## config.mk

```make
export PLATFORM = sky130hd
export DESIGN_NAME = fp16_to_int_converter
export DESIGN_NICKNAME = d
export VERILOG_FILES = /design/src/rtl/fp16_pkg.sv /design/src/rtl/fp16_classify.sv /design/src/rtl/fp16_to_int_converter.sv
export SDC_FILE = /design/constraint.sdc
export NUM_CORES = 1
export LEC_CHECK = 0
export ABC_AREA = 0
export BUFFER_PORTS_ARGS = -buffer_cell sky130_fd_sc_hd__buf_2
export CAP_MARGIN = 20
export CORE_MARGIN = 1.5
export CORE_UTILIZATION = 35
export DETAILED_ROUTE_END_ITERATION = 16
export MAX_ROUTING_LAYER = met4
export PLACE_DENSITY = 0.66
export SLEW_MARGIN = 20
export SYNTH_ARGS = -nofsm -noshare
export SYNTH_HDL_FRONTEND = slang
export SYNTH_SLANG_ARGS = --single-unit
```

## constraint.sdc

```tcl
create_clock -name clk -period 2.29 [get_ports clk]
set_clock_uncertainty 0.05 [all_clocks]
set_input_delay 0.1145 -clock clk [delete_from_list [all_inputs] [get_ports clk]]
set_output_delay 0.1145 -clock clk [all_outputs]
set_load 0.01 [all_outputs]
```

## src/rtl/fp16_pkg.sv

```systemverilog
// Shared half-precision field widths, class constants and converter state encoding.
// Used by the converter and its classifier; the adder can share it later.
package fp16_pkg;

    localparam int EXP_W    = 5;
    localparam int MAN_W    = 10;
    localparam int EXP_BIAS = 15;

    localparam logic [EXP_W-1:0] EXP_ALL_ONES = 5'h1F;

    localparam logic [15:0] INT_MAX = 16'h7FFF;
    localparam logic [15:0] INT_MIN = 16'h8000;

    typedef enum logic [1:0] {
        IDLE   = 2'd0,
        SHIFT  = 2'd1,
        NEGATE = 2'd2,
        DONE   = 2'd3
    } state_t;

endpackage

```

## src/rtl/fp16_classify.sv

```systemverilog
// Combinational fp16 class decode plus denormalise shift direction/count.
// Zero latency, no handshake.
module fp16_classify
    import fp16_pkg::*;
#(
    parameter int BIAS = 15
) (
    input  logic [EXP_W-1:0] exponent,
    input  logic [MAN_W-1:0] mantissa,
    output logic             is_zero,
    output logic             is_denorm,
    output logic             is_inf,
    output logic             is_nan,
    output logic             is_small,
    output logic             shift_left,
    output logic [3:0]       shift_count
);

    // Exponent at which {1,m} (value x*2^10) already equals the integer.
    localparam logic [EXP_W-1:0] SHIFT_REF = EXP_W'(BIAS + MAN_W);
    localparam logic [EXP_W-1:0] BIAS_E    = EXP_W'(BIAS);

    logic man_zero;

    assign man_zero   = (mantissa == '0);
    assign is_zero    = (exponent == '0) && man_zero;
    assign is_denorm  = (exponent == '0) && !man_zero;
    assign is_inf     = (exponent == EXP_ALL_ONES) && man_zero;
    assign is_nan     = (exponent == EXP_ALL_ONES) && !man_zero;
    assign is_small   = (exponent < BIAS_E);
    assign shift_left = (exponent >= SHIFT_REF);

    always_comb begin
        shift_count = '0;
        if (shift_left)
            shift_count = 4'(exponent - SHIFT_REF);
        else
            shift_count = 4'(SHIFT_REF - exponent);
    end

endmodule

```

## src/rtl/fp16_to_int_converter.sv

```systemverilog
// fp16 -> signed int16, truncating toward zero; one denormalise shift per cycle.
// Latency count+2 (specials 0) after accept; result held in DONE until out_Ready.
module fp16_to_int_converter
    import fp16_pkg::*;
#(
    parameter int EXP_BIAS  = 15,
    parameter int INT_WIDTH = 16
) (
    input  logic                 clk,
    input  logic                 rst_n,
    input  logic                 in_Valid,
    output logic                 in_Ready,
    input  logic                 in_Sign,
    input  logic [EXP_W-1:0]     in_Exponent,
    input  logic [MAN_W-1:0]     in_Mantissa,
    output logic                 out_Valid,
    input  logic                 out_Ready,
    output logic [INT_WIDTH-1:0] out_Integer,
    output logic                 out_OverFlow,
    output logic                 out_Invalid,
    output logic                 out_Inexact
);

    state_t      state, state_nxt;
    logic [16:0] mag;
    logic [3:0]  count;
    logic        sign, left, sticky;

    logic        is_zero, is_denorm, is_inf, is_nan, is_small;
    logic        shift_left_c;
    logic [3:0]  shift_count_c;
    logic        special;
    logic        ovf_c;

    fp16_classify #(.BIAS(EXP_BIAS)) u_classify (
        .exponent    (in_Exponent),
        .mantissa    (in_Mantissa),
        .is_zero     (is_zero),
        .is_denorm   (is_denorm),
        .is_inf      (is_inf),
        .is_nan      (is_nan),
        .is_small    (is_small),
        .shift_left  (shift_left_c),
        .shift_count (shift_count_c)
    );

    assign special = is_nan || is_inf || is_zero || is_denorm || is_small;
    // Negative side reaches one further: -32768 is representable.
    assign ovf_c   = sign ? (mag > 17'd32768) : (mag > 17'd32767);

    always_ff @(posedge clk or negedge rst_n) begin
        if (!rst_n)
            state <= IDLE;
        else
            state <= state_nxt;
    end

    always_comb begin
        state_nxt = state;
        in_Ready  = 1'b0;
        out_Valid = 1'b0;
        case (state)
            IDLE: begin
                in_Ready = 1'b1;
                if (in_Valid)
                    state_nxt = special ? DONE : SHIFT;
            end
            SHIFT: begin
                if (count == '0)
                    state_nxt = NEGATE;
            end
            NEGATE: state_nxt = DONE;
            DONE: begin
                out_Valid = 1'b1;
                if (out_Ready)
                    state_nxt = IDLE;
            end
            default: state_nxt = IDLE;
        endcase
    end

    always_ff @(posedge clk or negedge rst_n) begin
        if (!rst_n) begin
            mag          <= '0;
            count        <= '0;
            sign         <= 1'b0;
            left         <= 1'b0;
            sticky       <= 1'b0;
            out_Integer  <= '0;
            out_OverFlow <= 1'b0;
            out_Invalid  <= 1'b0;
            out_Inexact  <= 1'b0;
        end else begin
            case (state)
                IDLE: begin
                    if (in_Valid) begin
                        sign         <= in_Sign;
                        mag          <= {6'b0, 1'b1, in_Mantissa};
                        count        <= shift_count_c;
                        left         <= shift_left_c;
                        sticky       <= 1'b0;
                        out_Integer  <= '0;
                        out_OverFlow <= 1'b0;
                        out_Invalid  <= 1'b0;
                        out_Inexact  <= 1'b0;
                        if (is_nan)
                            out_Invalid <= 1'b1;
                        else if (is_inf) begin
                            out_OverFlow <= 1'b1;
                            out_Integer  <= in_Sign ? INT_MIN : INT_MAX;
                        end else if (is_zero)
                            out_Inexact <= 1'b0;
                        else if (is_denorm || is_small)
                            out_Inexact <= 1'b1;
                    end
                end
                SHIFT: begin
                    if (count != '0) begin
                        count <= count - 4'd1;
                        if (left)
                            mag <= mag << 1;
                        else begin
                            mag    <= mag >> 1;
                            sticky <= sticky | mag[0];
                        end
                    end
                end
                NEGATE: begin
                    if (ovf_c) begin
                        out_OverFlow <= 1'b1;
                        out_Integer  <= sign ? INT_MIN : INT_MAX;
                    end else begin
                        out_Integer <= sign ? 16'(-mag) : mag[15:0];
                        out_Inexact <= sticky;
                    end
                end
                default: ;
            endcase
        end
    end

endmodule

```

# == Word level (Yosys, flattened, before mapping) ==
# Cells that the tools add are included.
# word_totals
regBits,45
elab_cells,95
out_inout_bits,21
input_bits,20
# classes
muxes,41
bitwise_logic,1
magnitude_cmp,4
n_eq_ne,11
addsub,4
reduce_logical,24
# op_table
cell,n
16-bit 2-to-1 mux,7
17-bit 2-to-1 mux,3
17-bit case mux with 2 select lines,1
16-bit case mux with 2 select lines,1
17-bit by 15-bit greater-than comparator with 1-bit output (second input constant),1
17-bit by 16-bit greater-than comparator with 1-bit output (second input constant),1
1-bit 2-to-1 mux,17
16-bit negation,1
2-bit inequality test (second input constant),7
4-bit 2-to-1 mux,3
3-bit AND reduction,4
10-bit logical NOT,1
2-bit 2-to-1 mux,4
2-bit case mux with 4 select lines,1
4-bit case mux with 2 select lines,1
1-bit case mux with 2 select lines,3
5-bit equality test (second input constant),1
5-bit greater-or-equal comparator (second input constant),1
5-bit logical NOT,1
1-bit logical OR,5
5-bit by 4-bit less-than comparator with 1-bit output (second input constant),1
2-bit equality test (second input constant),2
1-bit logical AND,4
4-bit logical NOT,1
11 further kinds,13

# == Logic depth before layout (Yosys ltp) ==
# Gate-level depths: netlist of run 1.
# logic_depth
depth_word,10
mapped_depth,9
depth_no_buf,7

# == Modules after synthesis ==
# From an unflattened synthesis of run 1, not the netlist that was laid out.
# hier_totals
cells_unflattened,329
area_unflattened_um2,2950.3
# modules_own_cells
module,area_per_inst_um2,cells_per_inst,seq_area_each_um2,instances
fp16_to_int_converter,2658.8,288,1126.1,1
fp16_classify,291.5,41,0.0,1

# == Worst setup path after synthesis of run 1 ==
# OpenSTA, ideal clock, no wires.
# synth_timing
path_kind,register to register
from,register mag[4]
to,register out_Inexact
t_required_ps,2096
n_path_buf,3
setup_slack_ps,36
path_stages_with_launch,9
setup_ps,144
arrival_time_ps,2060
path_cell_list,dfrtp_1 buf_6 or4_4 buf_6 or2_4 o41a_1 buf_6 o31ai_4 a32oi_1
# synth_via
elab_chain_len,4
word_cells_on_any_way,5
classes_between,order compare: 2; eq/ne: 1; mux: 1; reduce/logical: 1
# synth_lines
item,line,text
start: declaration,fp16_to_int_converter.sv:25,logic [16:0] mag;
start signal: assignment,fp16_to_int_converter.sv:98,"mag <= {6'b0, 1'b1, in_Mantissa};"
start signal: assignment,fp16_to_int_converter.sv:121,mag <= mag << 1;
start signal: assignment,fp16_to_int_converter.sv:123,mag <= mag >> 1;
17-bit by 15-bit greater-than comparator with 1-bit output or 17-bit by 16-bit greater-than comparator with 1-bit output (tied branches),fp16_to_int_converter.sv:49,assign ovf_c = sign ? (mag > 17'd32768) : (mag > 17'd32767);
1-bit 2-to-1 mux (*),fp16_to_int_converter.sv:49,
2-bit inequality test (no source line) (*),-,
3-bit AND reduction (no source line) (*),-,
end signal: assignment,fp16_to_int_converter.sv:134,out_Inexact <= sticky;
end: declaration,fp16_to_int_converter.sv:21,output logic out_Inexact
# Every way passes the cells marked *; elsewhere a longest branch is shown, timed or not.
# A chain may end at the register's enable or synchronous reset.

# == Final worst setup path of run 1 ==
# layout_timing
from,register mag[6]
to,register out_Integer[4]
# layout_via
elab_chain_len,4
word_cells_on_any_way,5
classes_between,order compare: 2; mux: 3
# layout_lines
item,line,text
17-bit by 15-bit greater-than comparator with 1-bit output or 17-bit by 16-bit greater-than comparator with 1-bit output (tied branches),fp16_to_int_converter.sv:49,
1-bit 2-to-1 mux (*),fp16_to_int_converter.sv:49,
16-bit 2-to-1 mux (*),fp16_to_int_converter.sv:129,if (ovf_c) begin
16-bit case mux with 2 select lines (*),fp16_to_int_converter.sv:94,case (state)
end signal: assignment,fp16_to_int_converter.sv:110,out_Integer <= in_Sign ? INT_MIN : INT_MAX;
end signal: assignment,fp16_to_int_converter.sv:131,out_Integer <= sign ? INT_MIN : INT_MAX;
end signal: assignment,fp16_to_int_converter.sv:133,out_Integer <= sign ? 16'(-mag) : mag[15:0];
end: declaration,fp16_to_int_converter.sv:18,"output logic [INT_WIDTH-1:0] out_Integer,"
# Marks and branches as above.

==> results of run 1 <==
## final timing paths
| path | slack [ns] | depth (start not counted) | to |
|---|---|---|---|
| max | 0.06 | 6 | out_Integer[4] |
| max reg2reg | 0.06 | 6 | out_Integer[4] |
| min reg2reg | 0.44 | 2 | out_Invalid |
| min | 0.06 | 2 | count[0] |
| min in group asynchronous | 0.29 | 2 | mag[1] |
| max in group asynchronous | 1.33 | 3 | out_OverFlow |
## cells by family (layout without fill, tap and decap cells)
group / Yosys count / count (layout) / synth area share (%)
AO/OA/AOI/OAI: 91 / 91 / 22.3
XOR/XNOR: 14 / 14 / 4.10
adder cells (fa/ha/maj): 14 / 14 / 5.86
buffers and inverters: 41 / 98 / 6.32
flip-flops: 45 / 45 / 37.7
multiplexers: 19 / 19 / 6.40
AND/OR/NAND/NOR: 104 / 104 / 17.3
## flip-flops by register name, indices dropped and copies added (netlist names)
register	cells
left	1
mag	17
state	2
sticky	1
out_Invalid	1
sign	1
out_Inexact	1
count	4
out_OverFlow	1
out_Integer	16
## layout by cell type, fill, tap and decap left out, types with 8 or more instances in the layout
master | Yosys | routed
dfrtp_1 | 45 | 45
buf_2 | 4 | 40
buf_4 | 0 | 33
nor2_1 | 30 | 30
nand2_1 | 28 | 28
o21ai_0 | 23 | 22
a21oi_1 | 22 | 20
mux2i_1 | 18 | 18
inv_1 | 15 | 15
ha_1 | 14 | 14
o31ai_1 | 12 | 12
nand3_1 | 9 | 9
o221a_1 | 9 | 9
xnor2_1 | 8 | 8
## worst max-delay path, cell delays in order (launching register included)
cell     delay, ns
dfrtp_1       0.38
or4_4         0.54
or2_4         0.26
o41a_1        0.43
buf_4         0.20
nor2_1        0.12
o221a_1       0.18
## layout make-up
class	instances	area, um2	share of cell area [%]
tap	105	131	3.66
clock inverter	1	30.0	0.836
multi-input combinational	242	1680	46.9
timing repair buffer	75	478	13.3
sequential	45	1130	31.4
inverter	15	56.3	1.57
clock buffer	7	86.3	2.40
## layer usage
layer,vias to the layer above,share of wire [%]
met5,-,0
met4,0,1.4
met3,10,3.5
met2,42,48
met1,1256,47
li1,1296,-
## cell usage after synthesis, types with 2 or more instances
cell      number
nand2b_1       4
nand4_1        4
nor3b_1        2
a21oi_1       22
o21ai_0       23
ha_1          14
o221a_1        9
inv_1         15
or4_4          2
o32a_1         2
buf_2          4
nor2b_1        3
nand4b_1       2
a31oi_1        2
nand3_1        9
buf_1          3
o31ai_1       12
nor2_1        30
nand2_1       28
mux2i_1       18
clkbuf_1      15
or2_2          2
or4_1          2
o41ai_1        5
or3_1          3
o22a_1         2
xor2_1         6
dfrtp_1       45
buf_6          4
nor4_1         4
xnor2_1        8
or2_4          2
nor3_1         3
## stage by stage
stage          TNS, ns  cells  setup slack [ns]
6_report             0    490            0.0575
5_1_grt        -0.0927    490           -0.0247
4_1_cts              0    489          0.000280
3_5_place_dp         0    480            0.0212
3_3_place_gp         0    480            0.0745
2_1_floorplan        0    328            0.0355
## repair_timing
| item | 4_1_cts | 5_1_grt |
|---|---|---|
| hold endpoints to repair | 23 | 0 |
| setup buffers | 0 | 1 |
| endpoints found under the setup margin | 0 | 16 |
| gates resized for setup | 0 | 2 |
| hold buffers | 1 | 0 |
## power groups by stage
stage,combinational [mW],clock (mW),sequential (mW)
floorplan,1.98,0,1.46
global placement,2.83,0,1.42
detailed placement,2.90,0,1.43
CTS,2.91,0.635,1.42
global route,3.25,0.678,1.47
finish,2.90,0.619,1.42
==> impl_metrics.yaml, run 1 <==
grt:
  grt_max_degree: 26
  met2_usage_pct: 28.5
  grt_pass1_wl_um: 12100
  top_usage_layer: "met2"
  grtUsageTotal_pct: 17.6
  grtUsageMet3_pct: 3.35
  use_met1_pct: 22.6
  antenna_found_initial: 0
  grt.overflow.total: 0
  grt_pass1_vias: 2505
hold_path:
  min-delay-start: "in_Exponent[0]"
  hold_class: "in -> reg"
die:
  pin_count: 41
  rows: 33
  core-area_mm2: 0.00826
  die_h_um: 95.4
  die-width_um: 95.4
  start_util_pct: 36.2
  dieArea_mm2: 0.00911
routing:
  drc: 0
  wl_um: 7150
  wl_per_cell_um: 14.6
  first_pass_iters: 4
  ant_nets: 0
  vias_per_cell: 5.31
  vias: 2604
  drt_iter0_drc: 150
logic_synthesis:
  synth_seq_cells: 45
  synth_top_area_share_pct: 37.7
  yosys_warnings: 0
  synth_area_mm2: 0.00299
  synth_top_area_cell: "dfrtp_1"
  ys_types: 52
  syn_nets: 362
  ys_top_cells_by_area: "dfrtp_1, mux2i_1, ha_1, o21ai_0, nor2_1"
  avgSynthCellArea_um2: 9.12
  ys_async_sr_fraction_pct: 100
  yosysSeqAreaShare_pct: 37.7
  synth_cells: 328
  ys.flop_type: "dfrtp_1"
  synth_edf_count: 0
timing:
  rsz0062_at_grt: "yes"
  whs_ns: 0.0561
  slew_violations: 0
  tightest_slew_ns: 0.718
  hold_violations: 0
  fin_crit_ns: 2.23
  fmax_mhz: 448
  setup_viol: 0
  timing.final.crit_share_pct: 97.5
  slew_headroom_pct: 52.2
cts:
  cts_root_buf: "clkbuf_8"
  cts_tree: "done"
  cts.htree.levels: 2
  numCtsBuffers: 5
  clkLatencyLatePin_ns: 0.30
  cts_buffer_depth: 2
  cts.sinks: 45
  clk_pin_slew_ns: 0.09
final_layout:
  final_util_pct: 43.5
  nNetsFinal: 418
  n_antenna_cell: 0
  fillers: 818
  syn_to_final_growth_pct: 20.1
  postLayoutCellArea_mm2: 0.00359
  drive_gt1_share_pct: 24.4
place:
  port_buffers: 40
  dp_hpwl_um: 5470
  placed_area_mm2: 0.00345
  place_congestion: 0.916
power_and_ir_drop:
  p_sw_mw: 2.11
  ir_drop_uv: 444
  total_power_mw: 4.93
  internal_power_mw: 2.83
  p_comb_share_pct: 58.7
  pwr-share-seq_pct: 28.7
  power_density_mw_per_mm2: 1370
  p_clk_share_pct: 12.6
  power.leakage_nw: 1.57
  swShare_pct: 42.7
setup_path:
  end_kind: "register"
  path_class: "reg -> reg"
  path_max_fanout: 9
  arrival_ns: 2.41
  worst_setup_path_start_kind: "register"
  crit_path_start: "mag[6]"
  cp.required_ns: 2.47
  reg2reg_from: "mag[6]"
job:
  cap_viol_max_count: 0
outcome:
  status: "finished clean"
Note: power is estimated with default switching activity, not from simulation.
==> run 2, diff against run 1 <==
CORE_UTILIZATION = 62   (was 35)
PLACE_DENSITY = 0.95   (was 0.66)
clock period = 2.9 ns   (was 2.29 ns; I/O delays follow)
==> impl_metrics.yaml, run 2 (same netlist as run 1, synthesis figures left out) <==
cts:
  cts_tree: "done"
  cts_buffer_depth: 2
  clk_pin_slew_ns: 0.09
  cts_root_buf: "clkbuf_8"
  postCtsSetupRepairBufs: 0
  cts.sinks: 45
  numCtsBuffers: 5
  cts.htree.levels: 2
  clkLatencyLatePin_ns: 0.30
routing:
  drt_iter0_drc: 224
  vias_per_cell: 6.12
  vias: 2521
  ant_nets: 0
  first_pass_iters: 6
  drc: 0
  wl_per_cell_um: 15.8
  wl_um: 6520
timing:
  setup_viol: 0
  whs_ns: 0.0921
  tightest_slew_ns: 0.952
  fin_crit_ns: 2.52
  slew_violations: 0
  hold_violations: 0
  setup_slack_ns: 0.383
  setup_tns_ns: 0
  slew_headroom_pct: 35.9
  fmax_mhz: 397
  rsz0062_at_grt: "no"
  timing.final.crit_share_pct: 86.8
outcome:
  status: "finished clean"
grt:
  antenna_found_initial: 0
  grt_pass1_wl_um: 10500
  grtUsageTotal_pct: 26.2
  grt_max_degree: 46
  grt.overflow.total: 0
  grt_pass1_vias: 2371
die:
  rows: 25
  dieArea_mm2: 0.00525
  core-area_mm2: 0.00469
  start_util_pct: 63.7
  die-width_um: 72.5
  die_h_um: 72.5
  pin_count: 41
final_layout:
  nNetsFinal: 391
  reg.largest.list: "mag (17), out_Integer (16), count (4)"
  final_cell_mix: "dfrtp_1, buf_2, nor2_1"
  mostFrequentLayoutCell: "dfrtp_1"
  largest_reg_flops: 17
  fillers: 332
  syn_to_final_growth_pct: 9.46
  n_antenna_cell: 0
  drive_gt1_share_pct: 18.2
  top_register: "mag"
setup_path:
  path_max_fanout: 11
  reg2reg_from: "mag[10]"
  arrival_ns: 2.65
  path_class: "reg -> reg"
  cp.required_ns: 3.03
  crit_path_start: "mag[10]"
  worst_setup_path_start_kind: "register"
  end_kind: "register"
place:
  port_buffers: 40
  dp_hpwl_um: 4650
  place_congestion: 0.797
  pre_cts_slack_ns: 0.410
power_and_ir_drop:
  power.leakage_nw: 1.41
  power_density_mw_per_mm2: 1100
  ir_drop_uv: 386
hold_path:
  min-delay-start: "in_Exponent[0]"
  hold_class: "in -> reg"
job:
  cap_viol_max_count: 0
## run 2: repair_timing
item                                   CTS  global route
hold buffers                             1             0
endpoints found under the hold margin   45             0
gates resized for setup                  0             0
## run 2: metrics by stage
stage | util (%) | instance area (um2) | cells | total power, mW
2_1_floorplan | - | 2990 | 328 | 2.72
3_3_place_gp | 67.7 | 3180 | 403 | 3.10
3_5_place_dp | 67.7 | 3180 | 403 | 3.20
4_1_cts | 69.7 | 3270 | 412 | 3.58
5_1_grt | 69.8 | 3270 | 412 | 3.87
6_report | 69.8 | 3270 | 412 | 3.59
## run 2: worst paths after layout
| check | cells after the start | slack [ns] | endpoint |
|---|---|---|---|
| setup / recovery | 5 | 0.38 | out_OverFlow |
| max in group asynchronous | 2 | 2.09 | mag[13] |
| hold reg to reg | 2 | 0.47 | out_Invalid |
| min in group asynchronous | 2 | 0.33 | out_Integer[12] |
| hold / removal | 2 | 0.09 | count[0] |
| setup reg to reg | 5 | 0.38 | out_OverFlow |
## run 2: critical path: stages, from the launching register on
cell and delay (ns):
dfrtp_1 0.45, or4_4 0.60, or2_4 0.29, o41a_1 0.57
o31a_1 0.31, a2bb2oi_1 0.13
## run 2: final cells by class
cell class | instances | area, um2 | share of cell area [%]
clock inverter | 2 | 10.0 | 0.306
timing repair buffer | 48 | 265 | 8.10
clock buffer | 6 | 72.6 | 2.22
multi-input combinational | 242 | 1680 | 51.2
sequential | 45 | 1130 | 34.4
inverter | 15 | 56.3 | 1.72
tap | 54 | 67.6 | 2.06
## run 2: routing by layer
| metal | vias up | track usage (%) | part of all wire, % |
|---|---|---|---|
| met2 | 83 | 43.3 | 49 |
| li1 | 1245 | - | - |
| met5 | - | - | 0 |
| met1 | 1181 | 31.7 | 45 |
| met4 | 0 | 10.1 | 1.6 |
| met3 | 12 | 5.00 | 4.6 |
## run 2: power by group
group | switching (mW) | leakage (nW) | internal (mW)
clock | 0.210 | 0.0450 | 0.167
combinational | 1.12 | 0.817 | 0.882
sequential | 0.308 | 0.552 | 0.908
==> run 3, diff against run 2 <==
SYNTH_HIERARCHICAL = 1   (was not set)
==> impl_metrics.yaml, run 3 <==
outcome:
  status: "finished clean"
grt:
  grt.overflow.total: 0
  grtUsageTotal_pct: 28.1
  grt_max_degree: 46
  grt_pass1_wl_um: 11200
  antenna_found_initial: 0
  grt_pass1_vias: 2510
place:
  place_inst: 406
  placed_area_mm2: 0.00316
  dp_hpwl_um: 4730
  port_buffers: 40
  pre_cts_slack_ns: 0.327
  place_congestion: 0.934
final_layout:
  postLayoutCellArea_mm2: 0.00327
  reg.largest.list: "mag (17), out_Integer (16), count (4)"
  mostFrequentLayoutCell: "dfrtp_1"
  drive_gt1_share_pct: 19.3
  final_cell_mix: "dfrtp_1, buf_2, o21ai_0"
  n_antenna_cell: 0
  top_register: "mag"
  nNetsFinal: 397
  syn_to_final_growth_pct: 10.9
  largest_reg_flops: 17
  instances_no_fill: 414
routing:
  drt_iter0_drc: 325
  ant_nets: 0
  vias: 2586
  first_pass_iters: 5
  wl_um: 6640
  drc: 0
  wl_per_cell_um: 16.0
  vias_per_cell: 6.25
logic_synthesis:
  ys_async_sr_fraction_pct: 100
  yosysMostFrequentCell: "dfrtp_1"
  syn_nets: 363
  synth_area_mm2: 0.00295
  synth_common_cells: "dfrtp_1, o21ai_0, nor2_1"
  synth_seq_cells: 45
  yosysSeqAreaShare_pct: 38.2
  ys_top_cells_by_area: "dfrtp_1, mux2i_1, ha_1, o21ai_0, nor2_1"
  ys.flop_type: "dfrtp_1"
  avgSynthCellArea_um2: 8.97
  synth_edf_count: 0
  synth_top_area_share_pct: 38.2
  synth_cells: 329
  ys_types: 46
  synth_top_area_cell: "dfrtp_1"
  yosys_warnings: 6
die:
  core-area_mm2: 0.00447
  rows: 24
  die_h_um: 72.0
  die-width_um: 72.0
  pin_count: 41
  dieArea_mm2: 0.00518
  start_util_pct: 65.9
cts:
  cts.sinks: 45
  cts.htree.levels: 2
  numCtsBuffers: 5
  cts_tree: "done"
  cts_buffer_depth: 2
  postCtsSetupRepairBufs: 0
  cts_root_buf: "clkbuf_8"
  clk_pin_slew_ns: 0.08
  cts_resized: 0
  clkLatencyLatePin_ns: 0.30
power_and_ir_drop:
  ir_drop_uv: 553
  internal_power_mw: 1.89
  power_density_mw_per_mm2: 1090
  swShare_pct: 47.0
  p_comb_share_pct: 54.9
  pwr-share-seq_pct: 35.0
  p_sw_mw: 1.68
  p_clk_share_pct: 10.1
  power.leakage_nw: 1.45
hold_path:
  min-delay-start: "in_Sign"
  hold_class: "in -> reg"
timing:
  setup_slack_ns: 0.295
  hold_violations: 0
  rsz0062_at_grt: "no"
  timing.final.crit_share_pct: 89.8
  fmax_mhz: 384
  fin_crit_ns: 2.61
  setup_tns_ns: 0
  setup_viol: 0
  tightest_slew_ns: 0.890
  slew_headroom_pct: 40.7
  slew_violations: 0
setup_path:
  regToRegSetupSlack_ns: 0.29
  crit_path_end: "out_Integer[9]"
  end_kind: "register"
  arrival_ns: 2.77
  worst_setup_path_start_kind: "register"
  reg2reg_to: "out_Integer[9]"
  crit_path_start: "mag[10]"
  cp.required_ns: 3.07
  reg2reg_from: "mag[10]"
  path_max_fanout: 9
  r2r_cells: 6
  path_class: "reg -> reg"
job:
  cap_viol_max_count: 0
-- run 3: cell types whose count changed in the layout (fill, tap and decap cells not counted), sizes merged, moves of 4 or more --
cell	before	now
or2	5	0
a211oi	0	8
o21ai	23	35
o31ai	13	9
xnor2	8	2
o21a	0	10
xor2	6	12
a21oi	22	16
o221a	10	1
-- run 3: critical path: stages (launching register included) --
cell,delay (ns)
dfrtp_1,0.45
or4_4,0.58
or4_4,0.46
o41ai_4,0.45
nand2_4,0.13
and2_4,0.22
a211oi_2,0.19
-- run 3: worst min path at each step --
| stage | cells after the start | slack (ns) | to |
|---|---|---|---|
| 6_report | 2 | 0.07 | sign |
| 5_1_grt | 2 | 0.08 | sign |
| 3_3_place_gp | 1 | 0.30 | out_Integer[12] |
| 2_1_floorplan | 0 | -0.20 | count[0] |
| 3_5_place_dp | 1 | 0.31 | out_Integer[10] |
| 4_1_cts | 2 | 0.06 | sign |
-- run 3: power by group through the flow --
| stage | Clock [mW] | Combinational [mW] | Sequential (mW) |
|---|---|---|---|
| 6_report | 0.362 | 1.96 | 1.25 |
| 4_1_cts | 0.365 | 1.95 | 1.24 |
| 3_5_place_dp | 0 | 1.93 | 1.25 |
| 2_1_floorplan | 0 | 1.51 | 1.16 |
| 3_3_place_gp | 0 | 1.84 | 1.22 |
| 5_1_grt | 0.388 | 2.19 | 1.29 |
-- run 3: what timing repair did --
item / CTS / global route
setup endpoints to repair: 0 / 0
hold endpoints to repair: 45 / 0
hold buffers: 1 / 0
-- run 3: stage by stage --
| step | total power [mW] | hold WS (ns) | utilization, % |
|---|---|---|---|
| 2_1_floorplan | 2.66 | -0.201 | - |
| 3_3_place_gp | 3.06 | 0.299 | 70.7 |
| 3_5_place_dp | 3.18 | 0.305 | 70.7 |
| 4_1_cts | 3.55 | 0.0631 | 72.5 |
| 5_1_grt | 3.87 | 0.0826 | 73.2 |
| 6_report | 3.57 | 0.0694 | 73.2 |
-- run 3: kinds of logic after synthesis --
kind of cell | after synthesis | synth area share (%)
AO/OA/AOI/OAI | 96 | 22.2
XOR/XNOR | 14 | 4.16
adder cells (fa/ha/maj) | 14 | 5.94
buffers and inverters | 37 | 5.26
flip-flops | 45 | 38.2
multiplexers | 23 | 8.10
AND/OR/NAND/NOR | 100 | 16.2
-- run 3: layout make-up --
type                       instances  area (um2)
fill                             330        1200
clock buffer                       5        68.8
clock inverter                     1        5.00
multi-input combinational        247        1670
tap                               52        65.1
inverter                          17        63.8
timing repair buffer              47         275
sequential                        45        1130
-- run 3: per-layer routing --
layer	track usage (%)	vias to the layer above	wire length, um
met1	35.7	1228	2870
met5	-	-	0
met4	8.39	0	62
met2	45.1	115	3280
met3	6.39	10	430
li1	-	1233	-
